===== src/rtl/prog_instr_mem_pkg.sv =====
// Shared processor definitions: load FSM state encodings and the NOP instruction value.
package prog_instr_mem_pkg;

  typedef enum logic [1:0] {
    LOAD_IDLE   = 2'd0,
    LOAD_BYTE   = 2'd1,
    LOAD_COMMIT = 2'd2,
    LOAD_DONE   = 2'd3
  } load_state_e;

  localparam int unsigned NOP = 0;

endpackage


===== src/rtl/instr_byte_packer.sv =====
// Assembles program bytes, most significant first, into one instruction word.
module instr_byte_packer
  import prog_instr_mem_pkg::*;
#(
  parameter int DATA_W = 16
) (
  input  logic              clk,
  input  logic              rst,
  input  logic              clear_i,
  input  logic              push_i,
  input  logic [7:0]        byte_i,
  output logic [DATA_W-1:0] word_o,
  output logic              last_slot_o
);

  localparam int BYTES = DATA_W / 8;
  localparam int CNT_W = $clog2(BYTES + 1);

  logic [DATA_W-1:0] shift_q, shift_d;
  logic [CNT_W-1:0]  count_q, count_d;

  always_comb begin
    shift_d = shift_q;
    count_d = count_q;
    if (clear_i) begin
      shift_d = DATA_W'(NOP);
      count_d = '0;
    end else if (push_i) begin
      shift_d = {shift_q[DATA_W-9:0], byte_i};
      count_d = count_q + CNT_W'(1);
    end
  end

  always_ff @(posedge clk or negedge rst) begin
    if (!rst) begin
      shift_q <= DATA_W'(NOP);
      count_q <= '0;
    end else begin
      shift_q <= shift_d;
      count_q <= count_d;
    end
  end

  // Left-justify a partial word so the unfilled low bytes read as zero.
  assign word_o      = shift_q << (8 * (BYTES - int'(count_q)));
  assign last_slot_o = (count_q == CNT_W'(BYTES - 1));

endmodule


===== src/rtl/prog_instr_mem.sv =====
// Instruction memory with a one-cycle fetch port and a byte-serial program loader.
module prog_instr_mem
  import prog_instr_mem_pkg::*;
#(
  parameter int DATA_W = 16,
  parameter int DEPTH  = 64,
  parameter int ADDR_W = 16
) (
  input  logic              clk,
  input  logic              rst,
  input  logic              fetch_req,
  input  logic [ADDR_W-1:0] fetch_addr,
  output logic [DATA_W-1:0] fetch_instr,
  output logic              fetch_valid,
  output logic              fetch_fault,
  input  logic              load_start,
  input  logic              load_valid,
  input  logic [7:0]        load_byte,
  input  logic              load_last,
  output logic              load_ready,
  output logic              load_done,
  output logic              busy
);

  localparam int PTR_W = (DEPTH > 1) ? $clog2(DEPTH) : 1;
  localparam int IDX_W = ADDR_W - 1;

  load_state_e       state_q, state_d;
  logic [PTR_W-1:0]  wptr_q, wptr_d;
  logic              last_seen_q, last_seen_d;
  logic [DATA_W-1:0] mem_q [DEPTH];
  logic [DATA_W-1:0] instr_q;
  logic              valid_q, fault_q;

  logic              pack_clear, pack_push, pack_last_slot, mem_we;
  logic [DATA_W-1:0] pack_word;
  logic [IDX_W-1:0]  fetch_idx;
  logic              fetch_bad;

  instr_byte_packer #(.DATA_W(DATA_W)) u_packer (
    .clk         (clk),
    .rst         (rst),
    .clear_i     (pack_clear),
    .push_i      (pack_push),
    .byte_i      (load_byte),
    .word_o      (pack_word),
    .last_slot_o (pack_last_slot)
  );

  always_comb begin
    state_d     = state_q;
    wptr_d      = wptr_q;
    last_seen_d = last_seen_q;
    pack_clear  = 1'b0;
    pack_push   = 1'b0;
    mem_we      = 1'b0;
    case (state_q)
      LOAD_IDLE: begin
        if (load_start) begin
          state_d     = LOAD_BYTE;
          wptr_d      = '0;
          last_seen_d = 1'b0;
          pack_clear  = 1'b1;
        end
      end
      LOAD_BYTE: begin
        if (load_valid) begin
          pack_push   = 1'b1;
          last_seen_d = load_last;
          if (load_last || pack_last_slot) state_d = LOAD_COMMIT;
        end
      end
      LOAD_COMMIT: begin
        mem_we     = 1'b1;
        wptr_d     = wptr_q + PTR_W'(1);
        pack_clear = 1'b1;
        if (last_seen_q || wptr_q == PTR_W'(DEPTH - 1)) state_d = LOAD_DONE;
        else                                            state_d = LOAD_BYTE;
      end
      LOAD_DONE: state_d = LOAD_IDLE;
      default:   state_d = LOAD_IDLE;
    endcase
  end

  always_ff @(posedge clk or negedge rst) begin
    if (!rst) begin
      state_q     <= LOAD_IDLE;
      wptr_q      <= '0;
      last_seen_q <= 1'b0;
    end else begin
      state_q     <= state_d;
      wptr_q      <= wptr_d;
      last_seen_q <= last_seen_d;
    end
  end

  // Reset clears every word so an unloaded program executes NOPs.
  always_ff @(posedge clk or negedge rst) begin
    if (!rst) begin
      for (int i = 0; i < DEPTH; i++) mem_q[i] <= DATA_W'(NOP);
    end else if (mem_we) begin
      mem_q[wptr_q] <= pack_word;
    end
  end

  assign fetch_idx = fetch_addr[ADDR_W-1:1];
  assign fetch_bad = fetch_addr[0] || (fetch_idx >= IDX_W'(DEPTH));

  always_ff @(posedge clk or negedge rst) begin
    if (!rst) begin
      instr_q <= DATA_W'(NOP);
      valid_q <= 1'b0;
      fault_q <= 1'b0;
    end else if (fetch_req && !busy) begin
      valid_q <= 1'b1;
      fault_q <= fetch_bad;
      instr_q <= fetch_bad ? DATA_W'(NOP) : mem_q[fetch_idx[PTR_W-1:0]];
    end else begin
      valid_q <= 1'b0;
    end
  end

  assign fetch_instr = instr_q;
  assign fetch_valid = valid_q;
  assign fetch_fault = fault_q;
  assign load_ready  = (state_q == LOAD_BYTE);
  assign load_done   = (state_q == LOAD_DONE);
  assign busy        = (state_q != LOAD_IDLE);

endmodule


===== config.mk =====
export PLATFORM = sky130hd
export DESIGN_NAME = prog_instr_mem
export DESIGN_NICKNAME = d
export VERILOG_FILES = /design/src/rtl/prog_instr_mem_pkg.sv /design/src/rtl/instr_byte_packer.sv /design/src/rtl/prog_instr_mem.sv
export SDC_FILE = /design/constraint.sdc
export NUM_CORES = 2
export LEC_CHECK = 0
export CAP_MARGIN = 20
export CORE_ASPECT_RATIO = 1.1
export CORE_MARGIN = 2
export CORE_UTILIZATION = 50
export CTS_CLUSTER_SIZE = 10
export DETAILED_ROUTE_END_ITERATION = 16
export MAX_ROUTING_LAYER = met4
export PLACE_DENSITY = 0.66
export SLEW_MARGIN = 20
export SYNTH_ARGS = -nofsm -noshare
export SYNTH_HDL_FRONTEND = slang
export SYNTH_HIERARCHICAL = 1
export SYNTH_SLANG_ARGS = --single-unit

===== constraint.sdc =====
create_clock -name clk -period 6.4 [get_ports clk]
set_input_delay 1.28 -clock clk [delete_from_list [all_inputs] [get_ports clk]]
set_output_delay 1.28 -clock clk [all_outputs]
set_load 0.1 [all_outputs]

==> impl_metrics.yaml <==
final_layout:
  drive_gt1_share_pct: 50.7
  fin_util_pct: 55.0
  multi_input_area_sq_um: 21500
  fill_cells: 7879
  layout.nets: 3307
  seqCellArea_sq_um: 26800
  areaGrowthSynthToFinish_pct: 9.32
power:
  power_density_nw_per_um2: 275
  leakage_nw: 26.6
  ir_drop_mv: 0.385
  p_total_w: 0.0149
clock_network:
  cts_hold_buf: 0
  cts.sinks: 1069
  cts_root_buf: "clkbuf_16"
  clkTransAtPathRegs_ps: 60
  cts_resized: 0
  clk_path_buf_depth: 3
  htreeDepth: 3
  postCtsSetupRepairBufs: 0
  cts_tree: "done"
  clock_latency_ps: 750
  cts_buffers: 120
synthesis:
  synth_top_family_by_area: "multiplexers"
  synth-compound-area-share_pct: 2.91
  yosysWarnings: 6
  synthArstFlopShare_pct: 100
  synthSimpleGateAreaFrac_pct: 3.50
  syn_nets: 3403
  synth-xor-area-share_pct: 0.0176
  ys_types: 60
  synth_flop_cell: "dfrtp_1"
  yosysSeqAreaShare_pct: 53.9
  syn_area_per_cell_sq_um: 14.7
  muxShareOfSynthArea_pct: 36.6
  syn_area_sq_um: 49600
  synthCells: 3370
  ys_seq_elements: 1069
  synthAdderAreaFrac_pct: 0.0756
  synth_edf_count: 0
global_route:
  grt_max_degree: 196
  grt_overflow: 0
  first_global_vias: 30800
  grt_pass1_wl_um: 210000
  antenna_found_initial: 3
  track_usage_pct: 28.7
critical_path:
  critPathRequiredTime_ps: 7000
  critPathArrivalTime_ps: 4790
  worstSetupStartpointType: "primary input"
  endpoint_kind: "register"
  path_buf_inv: 1
  critPathTopFamily: "compound AO/OA/AOI/OAI gates"
  cp_max_fo: 21
  crit_chain: "clkdlybuf4s50_1 -> nand4b_1 -> o22ai_1 -> nor4_1 -> a221oi_1 -> nor3_1"
  rr_worst_depth: 5
  r2r_slack_ps: 2800
  path_class: "primary input to register"
  reg2reg_to: "mem_q[939]"
  slowest_stage: "clkdlybuf4s50_1"
  r2r-start: "u_packer/count_q[0]"
  slowest_delay_ps: 1160
timing:
  fin_ws_ps: 2210
  fmax_ghz: 0.239
  rsz0062_at_grt: "no"
  slew_violations: 0
  tns_ps: 0
  slew_headroom_pct: 23.2
  fin_skew_ps: 47.5
  setup_viol: 0
  final_hold_viol_count: 0
  min_period_over_period_pct: 65.4
  fin_crit_ps: 4190
  worst_hold_slack_ps: 498
  worstMarginPinSlew_ps: 1150
placement:
  gp_congestion: 0.966
  io_buffers: 50
  dpl.hpwl_um: 90300
  place_ws_ps: 1600
die:
  core_sq_um: 98700
  chipWidth_um: 304
  initial_utilization_pct: 50.3
  boundaryPins: 51
  num_rows: 121
  dieArea_sq_um: 102000
  chipHeight_um: 334
job:
  maxCapViolations: 0
detailed_routing:
  drt_iter0_drc: 2219
  dr_total_vias: 28700
  highest_layer: "met4"
  wl_met3_um: 7250
  firstDrtPassIters: 5
  routed_via_density: 6.25
  postRouteWirelength_um: 139000
  drc: 0
  wl_per_cell_um: 30.3
  wl_met2_um: 66800
  m1WireLength_um: 60000
  ant_nets: 0
worst_hold_path:
  hp-start: "mem_q[996]"
  worst_hold_path_type: "register to register"
  hold-path-cell-count: 1
  min_to: "mem_q[996]"
run_status:
  status: "finished clean"
cell usage after synthesis, types with 2 or more instances:
| cell | count | area share (%) |
|---|---|---|
| a221oi_1 | 15 | 0.26 |
| a22o_1 | 3 | 0.053 |
| a31oi_1 | 2 | 0.025 |
| and2_1 | 13 | 0.16 |
| and2b_1 | 2 | 0.030 |
| and3_1 | 2 | 0.025 |
| and3b_1 | 2 | 0.035 |
| buf_1 | 18 | 0.14 |
| buf_2 | 115 | 1.2 |
| buf_4 | 17 | 0.26 |
| buf_6 | 10 | 0.23 |
| clkbuf_1 | 156 | 1.2 |
| dfrtp_1 | 1069 | 54 |
| ha_1 | 3 | 0.076 |
| inv_1 | 3 | 0.023 |
| mux2_2 | 1207 | 27 |
| mux2_4 | 74 | 2.2 |
| mux2i_1 | 56 | 1.1 |
| mux4_2 | 128 | 5.8 |
| nand2_1 | 40 | 0.30 |
| nand2_2 | 8 | 0.10 |
| nand2_4 | 8 | 0.18 |
| nand2b_1 | 2 | 0.025 |
| nand3_1 | 4 | 0.040 |
| nand3b_1 | 4 | 0.061 |
| nand4_1 | 3 | 0.038 |
| nand4b_1 | 6 | 0.11 |
| nand4bb_1 | 6 | 0.14 |
| nor2_1 | 33 | 0.25 |
| nor2_2 | 31 | 0.39 |
| nor3_1 | 48 | 0.48 |
| nor3_4 | 2 | 0.066 |
| nor3b_1 | 19 | 0.29 |
| nor3b_2 | 2 | 0.050 |
| nor4_1 | 35 | 0.44 |
| o21a_1 | 16 | 0.24 |
| o21ai_0 | 22 | 0.22 |
| o22ai_1 | 160 | 2.0 |
| or3_1 | 2 | 0.025 |
| or3b_2 | 2 | 0.035 |
| or4b_1 | 3 | 0.061 |
per-stage QoR:
stage	cell area (sq um)	instances
after CTS	54200	4595
after detailed placement	50800	4442
final	54300	4597
after floorplan	49600	3370
after global placement	50800	4442
after global routing	54300	4597
flip-flops by register name, summed over array words and instances, names as in the netlist:
signal	flops
wptr_q	6
state_q	2
u_packer/count_q	2
last_seen_q	1
fetch_valid	1
fetch_fault	1
u_packer/shift_q	16
fetch_instr	16
mem_q	1024
final cells by class:
cell class	count	area share [%]
Antenna cell	1	0.00461
Clock buffer	142	5.78
Clock inverter	11	0.420
Inverter	4	0.0277
Multi-Input combinational cell	1980	39.6
Sequential cell	1069	49.3
Tap cell	1291	2.98
Timing Repair Buffer	99	1.90
per-layer routing:
layer,vias to the layer above,global-route usage (%)
met4,0,10.4
met5,-,-
met3,220,4.44
met2,770,45.1
li1,12200,-
met1,15600,38.1
power breakdown:
group	internal [W]	switching, W	leakage [nW]
logic	0.000440	0.00128	10.0
registers	0.00690	0.000126	14.9
clock network	0.00349	0.00268	1.64
placed cells by master (no fill, tap or decap), types with 3 or more instances in the layout:
cell,instances
mux2_2,1207
dfrtp_1,1069
o22ai_1,160
mux4_2,128
clkbuf_16,120
mux2_4,74
mux2i_1,56
nor3_1,48
clkdlybuf4s50_1,45
nand2_1,40
buf_4,37
nor4_1,35
nor2_2,28
nor2_1,25
o21ai_0,22
nor3b_1,18
clkbuf_1,17
o21a_1,16
a221oi_1,15
nor2_4,11
buf_12,11
and2_2,9
nand2_4,8
nand2_2,8
nand4bb_1,6
nand4b_1,6
clkbuf_8,5
and2_1,4
nand3b_1,4
nand3_1,4
clkinv_16,4
inv_1,3
or4b_1,3
nand4_1,3
a22o_1,3
ha_1,3
logic make-up after synthesis:
family | after synthesis
compound gates | 224
flops | 1069
xor+xnor | 1
mux | 1465
fa+ha+maj | 3
buf+inv | 321
simple gates | 287
worst max path at each step:
stage / start / to / slack, ps / cells after the start
after global routing: fetch_addr[5] / fetch_instr[13] / 2130 / 6
after detailed placement: fetch_addr[5] / fetch_instr[13] / 1600 / 6
final: fetch_addr[5] / fetch_instr[13] / 2210 / 6
after CTS: fetch_addr[5] / fetch_instr[13] / 2390 / 6
after global placement: fetch_addr[5] / fetch_instr[13] / 1700 / 6
after floorplan: fetch_addr[1] / fetch_instr[10] / 3430 / 7
Note: power is estimated with default switching activity, not from simulation.
